### src/rtl/click_pkg.sv
// Shared definitions for the click-driven SDRAM demo sequencer.
// Provides the sequencer FSM state encoding, the pending-event codes exchanged
// between the event slot and the sequencer, and the default widths.
package click_pkg;

    localparam int unsigned DEF_HADDR_WIDTH   = 24;
    localparam int unsigned DEF_DATA_WIDTH    = 16;
    localparam int unsigned DEF_TIMEOUT_WIDTH = 8;
    localparam logic [15:0] DEF_PATTERN       = 16'hA5A5;

    typedef enum logic [2:0] {
        ST_IDLE    = 3'd0,
        ST_WR_REQ  = 3'd1,
        ST_WR_WAIT = 3'd2,
        ST_RD_REQ  = 3'd3,
        ST_RD_WAIT = 3'd4
    } state_e;

    typedef logic [1:0] ev_t;

    localparam ev_t EV_NONE = 2'd0;
    localparam ev_t EV_WR   = 2'd1;
    localparam ev_t EV_RD   = 2'd2;

endpackage

### src/rtl/click_event_slot.sv
// One-entry pending-event register between the click detector and the
// sequencer FSM. Merges single/double pulses (double wins), stores an event
// only when the slot is empty or being consumed this cycle, and raises a
// sticky overflow flag when an event has to be dropped.
//
// Ports:
//   clk_i       system clock
//   rst_i       asynchronous active-high reset
//   single_i    single-click pulse
//   double_i    double-click pulse
//   consume_i   sequencer takes the pending event this cycle
//   event_o     pending event code (EV_NONE / EV_WR / EV_RD)
//   overflow_o  sticky: an event was dropped
module click_event_slot
    import click_pkg::*;
(
    input  logic clk_i,
    input  logic rst_i,
    input  logic single_i,
    input  logic double_i,
    input  logic consume_i,
    output ev_t  event_o,
    output logic overflow_o
);

    ev_t  slot_q, slot_d;
    ev_t  new_ev;
    logic overflow_q, overflow_d;
    logic slot_free;

    always_comb begin
        new_ev = EV_NONE;
        if (double_i) begin
            new_ev = EV_RD;
        end else if (single_i) begin
            new_ev = EV_WR;
        end

        // A slot being consumed this cycle can accept the new event directly.
        slot_free  = (slot_q == EV_NONE) || consume_i;
        slot_d     = consume_i ? EV_NONE : slot_q;
        overflow_d = overflow_q;

        if (new_ev != EV_NONE) begin
            if (slot_free) begin
                slot_d = new_ev;
            end else begin
                overflow_d = 1'b1;
            end
        end
    end

    always_ff @(posedge clk_i or posedge rst_i) begin
        if (rst_i) begin
            slot_q     <= EV_NONE;
            overflow_q <= 1'b0;
        end else begin
            slot_q     <= slot_d;
            overflow_q <= overflow_d;
        end
    end

    assign event_o    = slot_q;
    assign overflow_o = overflow_q;

endmodule

### src/rtl/click_mem_sequencer.sv
// Turns single/double click pulses into SDRAM host transactions.
// A single click writes (count ^ PATTERN) to address count and advances count;
// a double click reads back the most recently written address, shows the word
// on the LEDs and flags a sticky mismatch if it differs from what was written.
// A per-state watchdog aborts stuck handshakes and sets a sticky timeout flag.
//
// Ports:
//   clk, rst             clock, asynchronous active-high reset
//   single, double       click pulses (one cycle each)
//   wr_addr/wr_data      write request address/data (registered)
//   wr_enable            write request, held until busy rises
//   rd_addr/rd_enable    read request address / request (registered)
//   rd_data, rd_ready    read data and its valid pulse
//   busy                 controller busy; high while a request is accepted
//   leds                 last word read back
//   mismatch, timeout, overflow   sticky status flags
module click_mem_sequencer
    import click_pkg::*;
#(
    parameter int unsigned            HADDR_WIDTH   = DEF_HADDR_WIDTH,
    parameter int unsigned            DATA_WIDTH    = DEF_DATA_WIDTH,
    parameter logic [DATA_WIDTH-1:0]  PATTERN       = DATA_WIDTH'(DEF_PATTERN),
    parameter int unsigned            TIMEOUT_WIDTH = DEF_TIMEOUT_WIDTH
) (
    input  logic                   clk,
    input  logic                   rst,
    input  logic                   single,
    input  logic                   double,
    output logic [HADDR_WIDTH-1:0] wr_addr,
    output logic [DATA_WIDTH-1:0]  wr_data,
    output logic                   wr_enable,
    output logic [HADDR_WIDTH-1:0] rd_addr,
    output logic                   rd_enable,
    input  logic [DATA_WIDTH-1:0]  rd_data,
    input  logic                   rd_ready,
    input  logic                   busy,
    output logic [DATA_WIDTH-1:0]  leds,
    output logic                   mismatch,
    output logic                   timeout,
    output logic                   overflow
);

    // Expire as the count steps onto all-ones, i.e. after 2^W-1 cycles in a state.
    localparam logic [TIMEOUT_WIDTH-1:0] WD_LAST = ~TIMEOUT_WIDTH'(1);

    ev_t  pending;
    logic consume;
    logic wd_expire;

    state_e                   state_q, state_d;
    logic [HADDR_WIDTH-1:0]   wr_count_q, wr_count_d;
    logic [DATA_WIDTH-1:0]    last_data_q, last_data_d;
    logic [TIMEOUT_WIDTH-1:0] wd_q, wd_d;
    logic                     wr_en_q, wr_en_d;
    logic                     rd_en_q, rd_en_d;
    logic [HADDR_WIDTH-1:0]   wr_addr_q, wr_addr_d;
    logic [DATA_WIDTH-1:0]    wr_data_q, wr_data_d;
    logic [HADDR_WIDTH-1:0]   rd_addr_q, rd_addr_d;
    logic [DATA_WIDTH-1:0]    leds_q, leds_d;
    logic                     mismatch_q, mismatch_d;
    logic                     timeout_q, timeout_d;

    click_event_slot u_slot (
        .clk_i      (clk),
        .rst_i      (rst),
        .single_i   (single),
        .double_i   (double),
        .consume_i  (consume),
        .event_o    (pending),
        .overflow_o (overflow)
    );

    always_comb begin
        state_d     = state_q;
        wr_count_d  = wr_count_q;
        last_data_d = last_data_q;
        wr_en_d     = wr_en_q;
        rd_en_d     = rd_en_q;
        wr_addr_d   = wr_addr_q;
        wr_data_d   = wr_data_q;
        rd_addr_d   = rd_addr_q;
        leds_d      = leds_q;
        mismatch_d  = mismatch_q;
        timeout_d   = timeout_q;
        consume     = 1'b0;
        wd_expire   = (state_q != ST_IDLE) && (wd_q == WD_LAST);

        if (wd_expire) begin
            // Abort whatever handshake is stuck; an unaccepted write leaves wr_count alone.
            timeout_d = 1'b1;
            wr_en_d   = 1'b0;
            rd_en_d   = 1'b0;
            state_d   = ST_IDLE;
        end else begin
            case (state_q)
                ST_IDLE: begin
                    if (pending == EV_WR) begin
                        consume   = 1'b1;
                        state_d   = ST_WR_REQ;
                        wr_en_d   = 1'b1;
                        wr_addr_d = wr_count_q;
                        wr_data_d = DATA_WIDTH'(wr_count_q) ^ PATTERN;
                    end else if (pending == EV_RD) begin
                        consume   = 1'b1;
                        state_d   = ST_RD_REQ;
                        rd_en_d   = 1'b1;
                        rd_addr_d = (wr_count_q == '0) ? '0 : wr_count_q - 1'b1;
                    end
                end
                ST_WR_REQ: begin
                    if (busy) begin
                        wr_en_d     = 1'b0;
                        last_data_d = wr_data_q;
                        wr_count_d  = wr_count_q + 1'b1;
                        state_d     = ST_WR_WAIT;
                    end
                end
                ST_WR_WAIT: begin
                    if (!busy) begin
                        state_d = ST_IDLE;
                    end
                end
                ST_RD_REQ: begin
                    if (busy) begin
                        rd_en_d = 1'b0;
                        state_d = ST_RD_WAIT;
                    end
                end
                ST_RD_WAIT: begin
                    if (rd_ready) begin
                        leds_d = rd_data;
                        // Nothing has been written yet, so there is no reference word.
                        if ((wr_count_q != '0) && (rd_data != last_data_q)) begin
                            mismatch_d = 1'b1;
                        end
                        state_d = ST_IDLE;
                    end
                end
                default: begin
                    wr_en_d = 1'b0;
                    rd_en_d = 1'b0;
                    state_d = ST_IDLE;
                end
            endcase
        end

        // Watchdog restarts on every state entry and only runs outside IDLE.
        if ((state_d != state_q) || (state_q == ST_IDLE)) begin
            wd_d = '0;
        end else begin
            wd_d = wd_q + 1'b1;
        end
    end

    always_ff @(posedge clk or posedge rst) begin
        if (rst) begin
            state_q     <= ST_IDLE;
            wr_count_q  <= '0;
            last_data_q <= '0;
            wd_q        <= '0;
            wr_en_q     <= 1'b0;
            rd_en_q     <= 1'b0;
            wr_addr_q   <= '0;
            wr_data_q   <= '0;
            rd_addr_q   <= '0;
            leds_q      <= '0;
            mismatch_q  <= 1'b0;
            timeout_q   <= 1'b0;
        end else begin
            state_q     <= state_d;
            wr_count_q  <= wr_count_d;
            last_data_q <= last_data_d;
            wd_q        <= wd_d;
            wr_en_q     <= wr_en_d;
            rd_en_q     <= rd_en_d;
            wr_addr_q   <= wr_addr_d;
            wr_data_q   <= wr_data_d;
            rd_addr_q   <= rd_addr_d;
            leds_q      <= leds_d;
            mismatch_q  <= mismatch_d;
            timeout_q   <= timeout_d;
        end
    end

    assign wr_addr   = wr_addr_q;
    assign wr_data   = wr_data_q;
    assign wr_enable = wr_en_q;
    assign rd_addr   = rd_addr_q;
    assign rd_enable = rd_en_q;
    assign leds      = leds_q;
    assign mismatch  = mismatch_q;
    assign timeout   = timeout_q;

endmodule

### config.mk
export PLATFORM = sky130hd
export DESIGN_NAME = click_mem_sequencer
export DESIGN_NICKNAME = d
export VERILOG_FILES = /design/src/rtl/click_pkg.sv /design/src/rtl/click_event_slot.sv /design/src/rtl/click_mem_sequencer.sv
export SDC_FILE = /design/constraint.sdc
export NUM_CORES = 1
export LEC_CHECK = 0
export BUFFER_PORTS_ARGS = -buffer_cell sky130_fd_sc_hd__buf_4
export CAP_MARGIN = 20
export CORE_AREA = 2 2 113 115
export CTS_BUF_LIST = sky130_fd_sc_hd__clkbuf_16
export DETAILED_ROUTE_END_ITERATION = 7
export DIE_AREA = 0 0 115 117
export HOLD_SLACK_MARGIN = 0.02
export PLACE_DENSITY_LB_ADDON = 0.1
export REMOVE_ABC_BUFFERS = 1
export SYNTH_ARGS = -nofsm -noshare
export SYNTH_HDL_FRONTEND = slang
export SYNTH_HIERARCHICAL = 1
export SYNTH_SLANG_ARGS = --single-unit
export TNS_END_PERCENT = 10
### constraint.sdc
create_clock -name clk -period 7.1 [get_ports clk]
set_input_delay 1.065 -clock clk [delete_from_list [all_inputs] [get_ports clk]]
set_output_delay 1.065 -clock clk [all_outputs]
set_load 0.03 [all_outputs]
==> results of run 1 <==
-- stage by stage --
step / utilization / setup WS (ns) / cells / area, sq um / total power [mW]
after floorplan: - / 2.65 / 518 / 5750 / 1.78
after global placement: 0.549 / 3.84 / 777 / 6760 / 2.14
after detailed placement: 0.549 / 3.77 / 777 / 6760 / 2.17
after CTS: 0.604 / 4.19 / 809 / 7430 / 3.16
after global routing: 0.611 / 4.32 / 813 / 7520 / 3.33
final: 0.611 / 4.47 / 813 / 7520 / 3.16
-- power breakdown --
| part | total (mW) | leakage, nW | internal (mW) | switching (mW) |
|---|---|---|---|---|
| registers | 1.11 | 1.68 | 0.934 | 0.178 |
| clock network | 0.989 | 0.336 | 0.685 | 0.304 |
| logic | 1.06 | 1.57 | 0.446 | 0.616 |
| total | 3.16 | 3.59 | 2.06 | 1.10 |
-- metal layers --
layer,GRT usage,vias up,wire length (um),part of all wire
met5,0,-,0,0
met4,0.0892,0,184,0.014
met3,0.0474,16,652,0.051
met2,0.324,113,6320,0.49
met1,0.260,2155,5680,0.44
li1,-,2081,-,-
-- cells in the final DEF (no fill, tap or decap), drive strengths merged, types with 3 or more instances in the layout --
master / count
clkbuf: 17
inv: 13
nand2: 105
nand2b: 5
and2: 4
and4: 4
and3: 5
a21oi: 6
nor4: 9
a21o: 4
ha: 6
o21a: 7
nand4: 17
o21ai: 23
nor2b: 3
xor2: 16
clkinv: 4
nand3b: 3
mux2: 32
nor2: 26
buf: 113
dfrtp: 130
or4: 4
xnor2: 47
o31ai: 9
nand3: 16
bufinv: 7
nor3: 6
-- area by class of cell --
cell class | instances | area share
flip-flops and latches | 130 | 0.433
multi-input cells | 378 | 0.327
repair buffers | 113 | 0.120
clock buffers | 17 | 0.0566
clock inverters | 15 | 0.0328
well taps | 150 | 0.0250
inverters | 10 | 0.00533
-- worst paths after layout --
kind | cells past startpoint | endpoint
max in group asynchronous | 3 | wr_count_q[10]$_DFFE_PP0P_
worst min-delay path | 2 | mismatch$_DFFE_PP0P_
worst max-delay path | 7 | wr_count_q[18]$_DFFE_PP0P_
worst min register to register | 2 | mismatch$_DFFE_PP0P_
min in group asynchronous | 2 | u_slot/overflow_o$_DFFE_PP0P_
worst max register to register | 5 | rd_addr[21]$_DFFE_PP0P_
-- registers in the layout, summed over array words and instances (netlist names) --
signal / count
wr_enable: 1
u_slot/overflow_o: 1
mismatch: 1
wr_addr: 24
last_data_q: 16
leds: 16
u_slot/event_o: 2
timeout: 1
wr_count_q: 24
rd_addr: 24
rd_enable: 1
wd_q: 8
wr_data: 8
state_q: 3
-- cell families after synthesis --
| kind of cell | share of synthesized area |
|---|---|
| xor gates and xnor gates | 0.0923 |
| AOI/OAI and AO/OA | 0.0647 |
| adders and majority gates | 0.0126 |
| and+or+nand+nor | 0.182 |
| buffers and inverters | 0.0438 |
| muxes | 0.0603 |
| DFF | 0.544 |
-- worst max-delay path: cells and delay by family --
family                 cells  cell delay [ns]
AND/OR/NAND/NOR            3             0.80
buffers and inverters      2             0.36
XOR/XNOR                   1             0.16
AO/OA/AOI/OAI              1             0.53
==> summary.txt, run 1 <==
Status
  – Status: completed

Timing
  – Clock Skew: 0.00652 ns
  – RSZ-0062 raised after global routing: no
  – Slew @ Worst Pin: 0.927 ns
  – Count of final setup violators: 0
  – Setup_tns: 0 ns
  – Fmax: 380 MHz
  – Final hold vios: 0
  – Crit path time final: 2.63 ns
  – Crit share post-route: 0.371
  – Hold slack: 0.479 ns
  – Slew HR: 0.381
  – Final Max Slew Viols: 0

Yosys
  – Ys async rst share: 1.00
  – Sequential share of the synthesized area: 0.544
  – Yosys warns: 6
  – Post-synth top flop: dfrtp_1
  – Post-synth EDFFs: 0
  – Synthesized cell area: 5980 sq um
  – Synth top area cells: dfrtp_1 54%, xnor2_1 6.9%, nand2_1 6.6%
  – Post-Synthesis Cells: 563
  – Synth top area share: 0.544
  – Cell with the most instances after synthesis: dfrtp_1
  – Area leader, netlist: dfrtp_1
  – Yosys cell types: 52
  – Seq cells post-synth: 130
  – Avg Cell Area, Syn: 10.6 sq um
  – Commonest cells post-synth: 130 x dfrtp_1, 105 x nand2_1, 47 x xnor2_1, 32 x mux2_2, 26 x nor2_1

Route
  – Drt wl/cell: 15.8 um
  – Via/cell ratio: 5.37
  – Vias post-DR: 4365
  – Antenna-violating nets left: 0
  – Drt pass-1 iters: 4
  – DR DRC count: 0
  – Routed wire length: 12800 um
  – 1st-iter DRT viols: 182

Global route
  – Initial antenna violation count: 0
  – Number of global-route vias before repair: 4222
  – Grt ovf: 0
  – Total GRT Usage: 0.201
  – Largest net degree at the start of global routing: 76
  – First-pass GRT wire length: 20700 um

Placement
  – Hpwl dp: 8900 um
  – RePlAce Congestion: 0.831
  – Buffers on Ports: 106

Setup path
  – Flop2flop setup slack: 4.59 ns
  – Slowest stage delay, CP: 0.53 ns
  – CP Capture Type: flop
  – WP data required: 7.39 ns
  – Startpoint Class: primary input
  – Critical path class: primary input to flop
  – Worst path cell trace: buf_4 > nor4bb_1 > o21a_1 > buf_8 > and4_1 > nand4_1 > xnor2_1
  – Critical path origin: busy
  – Arr. time, crit path: 2.92 ns
  – Worst-path fanout max: 16
  – Reg-to-Reg Start: wr_count_q[2]$_DFFE_PP0P_
  – CP max-delay cell: o21a_1

Layout
  – Final #Nets: 678
  – ANT cells: 0
  – Fill count: 1047
  – Layout cells sized above 1: 0.279
  – Synth-to-layout area growth: 25.8%
  – Register Area: 3250 sq um
  – Multi-input gate area: 2460 sq um

Clock tree
  – Post-CTS sizing: 0
  – CTS H-Tree Depth: 4
  – Clk buf depth: 2
  – CTS sink cnt: 130
  – CTS Buf Count: 17
  – Clk pin slew, worst setup/hold paths: 0.06 ns
  – Root Buffer: clkbuf_16
  – Postcts setup bufs: 0
  – CTS tree: yes
  – Clk_lat worst skew: 0.42 ns
  – Hold buffers post-CTS: 0

Power and ir drop
  – Pwr dens: 421 nW/um^2
  – Max VDD drop: 0.215 mV
  – P_leak: 3.59 nW

Floorplanning
  – Die Area: 13500 sq um
  – Placeable core area: 12300 sq um
  – Chip Width: 115 um
  – Num rows: 41
  – Die height: 117 um
  – Starting density of the core: 0.485
  – Number of placed I/O pins: 107

Job
  – Max-cap violations: 0

Worst hold path
  – Min-delay worst type: flop to flop
  – Hold path start: mismatch$_DFFE_PP0P_
No activity file was read; power rests on OpenSTA's default activity.
==> run 2, diff against run 1 <==
==> constraint.sdc (replaced) <==
create_clock -name clk -period 2.7 [get_ports clk]
set_input_delay 0.405 -clock clk [delete_from_list [all_inputs] [get_ports clk]]
set_output_delay 0.405 -clock clk [all_outputs]
set_load 0.03 [all_outputs]
==> run 2 against run 1 <==
- setup slack lost 4.1 ns
- core utilization shrank 1.4 points
- die area is the same
- clock power grew 85%
- worst hold slack lost 0.26 ns
- combinational power grew to 2.6 times the previous value
- wire length shrank 0.32%
- register-to-register slack lost 4.2 ns
==> summary.txt, run 2 (synthesis results as in run 1) <==
Global route
  – Number of global-route vias before repair: 4291
  – Largest net degree at the start of global routing: 47
  – Total GRT Usage: 0.203
  – Initial antenna violation count: 0
  – Grt ovf: 0
  – First-pass GRT wire length: 21000 um

Route
  – Drt wl/cell: 15.7 um
  – Antenna-violating nets left: 0
  – 1st-iter DRT viols: 255
  – DR DRC count: 0
  – Drt pass-1 iters: 4
  – Routed wire length: 12800 um
  – Via/cell ratio: 5.28
  – Vias post-DR: 4301

Timing
  – Fmax: 429 MHz
  – Final hold vios: 0
  – Crit share post-route: 0.863
  – Setup_tns: 0 ns
  – Slew @ Worst Pin: 0.559 ns
  – RSZ-0062 raised after global routing: no
  – Slew HR: 0.627
  – Crit path time final: 2.33 ns
  – Clock Skew: 0.00418 ns
  – Final Max Slew Viols: 0
  – Count of final setup violators: 0

Setup path
  – Worst-path fanout max: 14
  – Flop2flop setup slack: 0.37 ns
  – R2R depth: 8
  – Critical path class: flop to flop
  – Startpoint Class: flop
  – WP data required: 2.97 ns
  – Arr. time, crit path: 2.60 ns
  – CP Capture Type: flop

Floorplanning
  – Die Area: 13500 sq um
  – Number of placed I/O pins: 107
  – Chip Width: 115 um
  – Placeable core area: 12300 sq um
  – Starting density of the core: 0.485
  – Num rows: 41
  – Die height: 117 um

Job
  – Max-cap violations: 0

Placement
  – RePlAce Congestion: 0.871
  – Buffers on Ports: 106
  – Hpwl dp: 9140 um
  – Dpl cells: 787

Clock tree
  – Hold buffers post-CTS: 1
  – CTS tree: yes
  – Clk_lat worst skew: 0.41 ns
  – Postcts setup bufs: 0
  – Post-CTS sizing: 0
  – Clk pin slew, worst setup/hold paths: 0.05 ns
  – CTS sink cnt: 130
  – CTS H-Tree Depth: 4
  – Clk buf depth: 2
  – Root Buffer: clkbuf_16
  – CTS Buf Count: 17

Status
  – Status: completed

Worst hold path
  – Hold Path Stages: 2
  – Min-delay worst type: primary input to flop

Layout
  – Non-Filler Instances: 815
  – ANT cells: 0
  – Most common cell after layout, fill and taps aside: dfrtp_1
  – Fill count: 1072
  – Synth-to-layout area growth: 22.9%
  – Layout cells sized above 1: 0.272
  – Final #Nets: 685
  – Commonest non-fill, non-tap cells in the layout: 130 x dfrtp_1, 116 x buf_4, 105 x nand2_1

Power and ir drop
  – P_leak: 3.53 nW
  – Pwr dens: 1020 nW/um^2
  – Max VDD drop: 0.437 mV
==> run 2: changes by cell type in the layout (fill, tap and decap cells not counted), sizes merged <==
cell         before  now
clkinvlp          1    0
inv              13   16
dlygate4sd3       0    1
buf             113  119
bufinv            7    0
==> run 2: worst paths after layout <==
check                                                   end                      start
worst max-delay path                rd_addr[21]$_DFFE_PP0P_  wr_count_q[0]$_DFFE_PP0P_
worst min-delay path            u_slot/event_o[1]$_DFF_PP0_                     double
worst max register to register      rd_addr[21]$_DFFE_PP0P_  wr_count_q[0]$_DFFE_PP0P_
worst min register to register          timeout$_DFFE_PP0P_        timeout$_DFFE_PP0P_
max in group asynchronous           rd_addr[17]$_DFFE_PP0P_                        rst
min in group asynchronous       u_slot/event_o[0]$_DFF_PP0_                        rst
==> run 2: cell type report <==
class	instances	area (sq um)	share of cell area
flip-flops and latches	130	3250	0.443
clock buffers	17	425	0.0579
clock inverters	10	37.5	0.00511
multi-input cells	378	2460	0.335
repair buffers	120	941	0.128
inverters	10	40.0	0.00545
well taps	150	188	0.0255
==> run 2: stage by stage <==
step / setup WS (ns) / power [mW] / instance area [sq um] / utilization / hold slack, ns
6_report: 0.371 / 7.51 / 7350 / 0.597 / 0.217
5_1_grt: 0.168 / 7.97 / 7350 / 0.597 / 0.205
4_1_cts: 0.348 / 7.58 / 7350 / 0.597 / 0.205
3_5_place_dp: 0.386 / 5.73 / 6870 / 0.558 / 0.308
3_3_place_gp: 0.501 / 5.68 / 6870 / 0.558 / 0.302
2_1_floorplan: -1.09 / 4.68 / 5750 / - / 0.159
==> run 2: report_power, final <==
part / switching, mW / internal (mW)
clock network: 0.727 / 1.11
registers: 0.461 / 2.46
logic: 1.61 / 1.15
==> run 2: worst max-delay path: stages (launching register included) <==
cell     delay, ns
dfrtp_1       0.44
inv_1         0.14
ha_1          0.21
nor4b_1       0.26
buf_4         0.19
and3_1        0.30
nand3_1       0.14
nand2_1       0.33
o21ai_0       0.17
==> run 2: routing by layer <==
metal,vias up,part of all wire,GRT usage
met5,-,0,0
met4,0,0.019,0.0884
met3,22,0.046,0.0494
met2,108,0.47,0.326
met1,2073,0.46,0.266
li1,2098,-,-
==> run 3, diff against run 2 <==
--- a/config.mk
+++ b/config.mk
@@ -7,10 +7,10 @@
 export LEC_CHECK = 0
 export BUFFER_PORTS_ARGS = -buffer_cell sky130_fd_sc_hd__buf_4
 export CAP_MARGIN = 20
-export CORE_AREA = 2 2 113 115
+export CORE_AREA = 2 2 108 120
 export CTS_BUF_LIST = sky130_fd_sc_hd__clkbuf_16
 export DETAILED_ROUTE_END_ITERATION = 7
-export DIE_AREA = 0 0 115 117
+export DIE_AREA = 0 0 110 122
 export HOLD_SLACK_MARGIN = 0.02
 export PLACE_DENSITY_LB_ADDON = 0.1
 export REMOVE_ABC_BUFFERS = 1
==> constraint.sdc (replaced) <==
create_clock -name clk -period 2.7 [get_ports clk]
set_input_delay 0.405 -clock clk [delete_from_list [all_inputs] [get_ports clk]]
set_output_delay 0.405 -clock clk [all_outputs]
set_load 0.05 [all_outputs]
==> run 3 against run 2 <==
- clock skew up 0.0023 ns
- power up 12%
- worst hold slack worse by 0.0058 ns
- cell count up 1.7%
- wire length up 2.0%
- maximum frequency down 0.66%
- highest routed layer unchanged
- critical endpoint is now rd_addr[14]$_DFFE_PP0P_
==> summary.txt, run 3 (synthesis results as in run 1) <==
Floorplanning
  – Starting density of the core: 0.485
  – Chip Width: 110 um
  – Number of placed I/O pins: 107
  – Placeable core area: 12300 sq um
  – Num rows: 43
  – Die height: 122 um
  – Die Area: 13400 sq um

Timing
  – Slew @ Worst Pin: 0.686 ns
  – Final hold vios: 0
  – Setup WS post-layout: 0.356 ns
  – Slew HR: 0.543
  – Clock Skew: 0.00646 ns
  – Crit path time final: 2.34 ns
  – Count of final setup violators: 0
  – RSZ-0062 raised after global routing: no
  – Hold slack: 0.211 ns
  – Final Max Slew Viols: 0
  – Fmax: 427 MHz
  – Crit share post-route: 0.868

Route
  – M1 WL: 5940 um
  – Met2 routed WL: 6220 um
  – Drt wl/cell: 15.7 um
  – Highest routed layer: met4
  – Drt pass-1 iters: 4
  – Routed wire length: 13100 um
  – Vias post-DR: 4354
  – DR DRC count: 0
  – Routed met3 length: 691 um
  – Via/cell ratio: 5.25
  – Antenna-violating nets left: 0
  – 1st-iter DRT viols: 207

Setup path
  – Startpoint Class: flop
  – Arr. time, crit path: 2.61 ns
  – CP Capture Type: flop
  – WP data required: 2.97 ns
  – Worst-path fanout max: 14
  – Critical path class: flop to flop

Power and ir drop
  – P_leak: 3.56 nW
  – Power Total: 8.40 mW
  – Pwr dens: 1130 nW/um^2
  – Max VDD drop: 0.793 mV

Clock tree
  – Clk buf depth: 2
  – CTS Buf Count: 17
  – CTS tree: yes
  – Clk pin slew, worst setup/hold paths: 0.05 ns
  – Hold buffers post-CTS: 1
  – Post-CTS sizing: 0
  – Postcts setup bufs: 0
  – Root Buffer: clkbuf_16
  – CTS sink cnt: 130
  – Clk_lat worst skew: 0.41 ns
  – CTS H-Tree Depth: 4

Placement
  – Hpwl dp: 9290 um
  – Buffers on Ports: 106
  – RePlAce Congestion: 0.871
  – Place WS: 0.379 ns

Global route
  – First-pass GRT wire length: 21200 um
  – Total GRT Usage: 0.207
  – Grt ovf: 0
  – Number of global-route vias before repair: 4169
  – Largest net degree at the start of global routing: 128
  – Initial antenna violation count: 0

Layout
  – Commonest non-fill, non-tap cells in the layout: 130 x dfrtp_1, 120 x buf_4, 105 x nand2_1
  – ANT cells: 0
  – Final #Nets: 687
  – Layout cells sized above 1: 0.287
  – Most common cell after layout, fill and taps aside: dfrtp_1
  – Synth-to-layout area growth: 24.4%

Job
  – Max-cap violations: 0

Worst hold path
  – Min-delay worst type: primary input to flop

Status
  – Status: completed
## run 3: critical path: stages (launching register included)
cell	delay (ns)
dfrtp_1	0.45
inv_1	0.14
ha_1	0.22
nor4b_1	0.36
and3_1	0.38
nand3_1	0.14
nand2_1	0.36
o21ai_0	0.16
## run 3: final timing paths
kind,start,end,slack [ns],depth (start not counted)
worst max register to register,wr_count_q[0]$_DFFE_PP0P_,rd_addr[14]$_DFFE_PP0P_,0.36,7
worst max-delay path,wr_count_q[0]$_DFFE_PP0P_,rd_addr[14]$_DFFE_PP0P_,0.36,7
max in group asynchronous,rst,wr_count_q[10]$_DFFE_PP0P_,1.46,4
worst min register to register,wr_addr[5]$_DFFE_PP0P_,wr_addr[5]$_DFFE_PP0P_,0.48,2
min in group asynchronous,rst,u_slot/event_o[0]$_DFF_PP0_,0.45,3
worst min-delay path,double,u_slot/event_o[1]$_DFF_PP0_,0.21,2
## run 3: layout make-up
type | instances | area [sq um]
clock buffer | 17 | 425
clock inverter | 15 | 128
fill | 1102 | 4890
inverter | 10 | 40.0
multi-input combinational | 378 | 2460
sequential | 130 | 3250
tap | 157 | 196
timing repair buffer | 122 | 931
## run 3: layer usage
metal	track usage	vias up
met3	0.0583	19
met4	0.0649	0
met5	0	-
li1	-	2082
met2	0.317	123
met1	0.285	2130
## run 3: stage by stage
stage               setup TNS [ns]  cell area (sq um)  utilization  std cells
finish                           0               7430        0.603        829
detailed placement               0               6870        0.558        796
floorplan                  -138.34               5750            -        518
global placement                 0               6870        0.558        796
global route                     0               7430        0.603        829
CTS                              0               7430        0.603        829
## run 3: power breakdown
| part | internal (mW) | total (mW) | switching (mW) | leakage [nW] |
|---|---|---|---|---|
| sequential | 2.46 | 2.93 | 0.470 | 1.68 |
| combinational | 1.17 | 3.34 | 2.17 | 1.60 |
| clock | 1.33 | 2.13 | 0.800 | 0.281 |
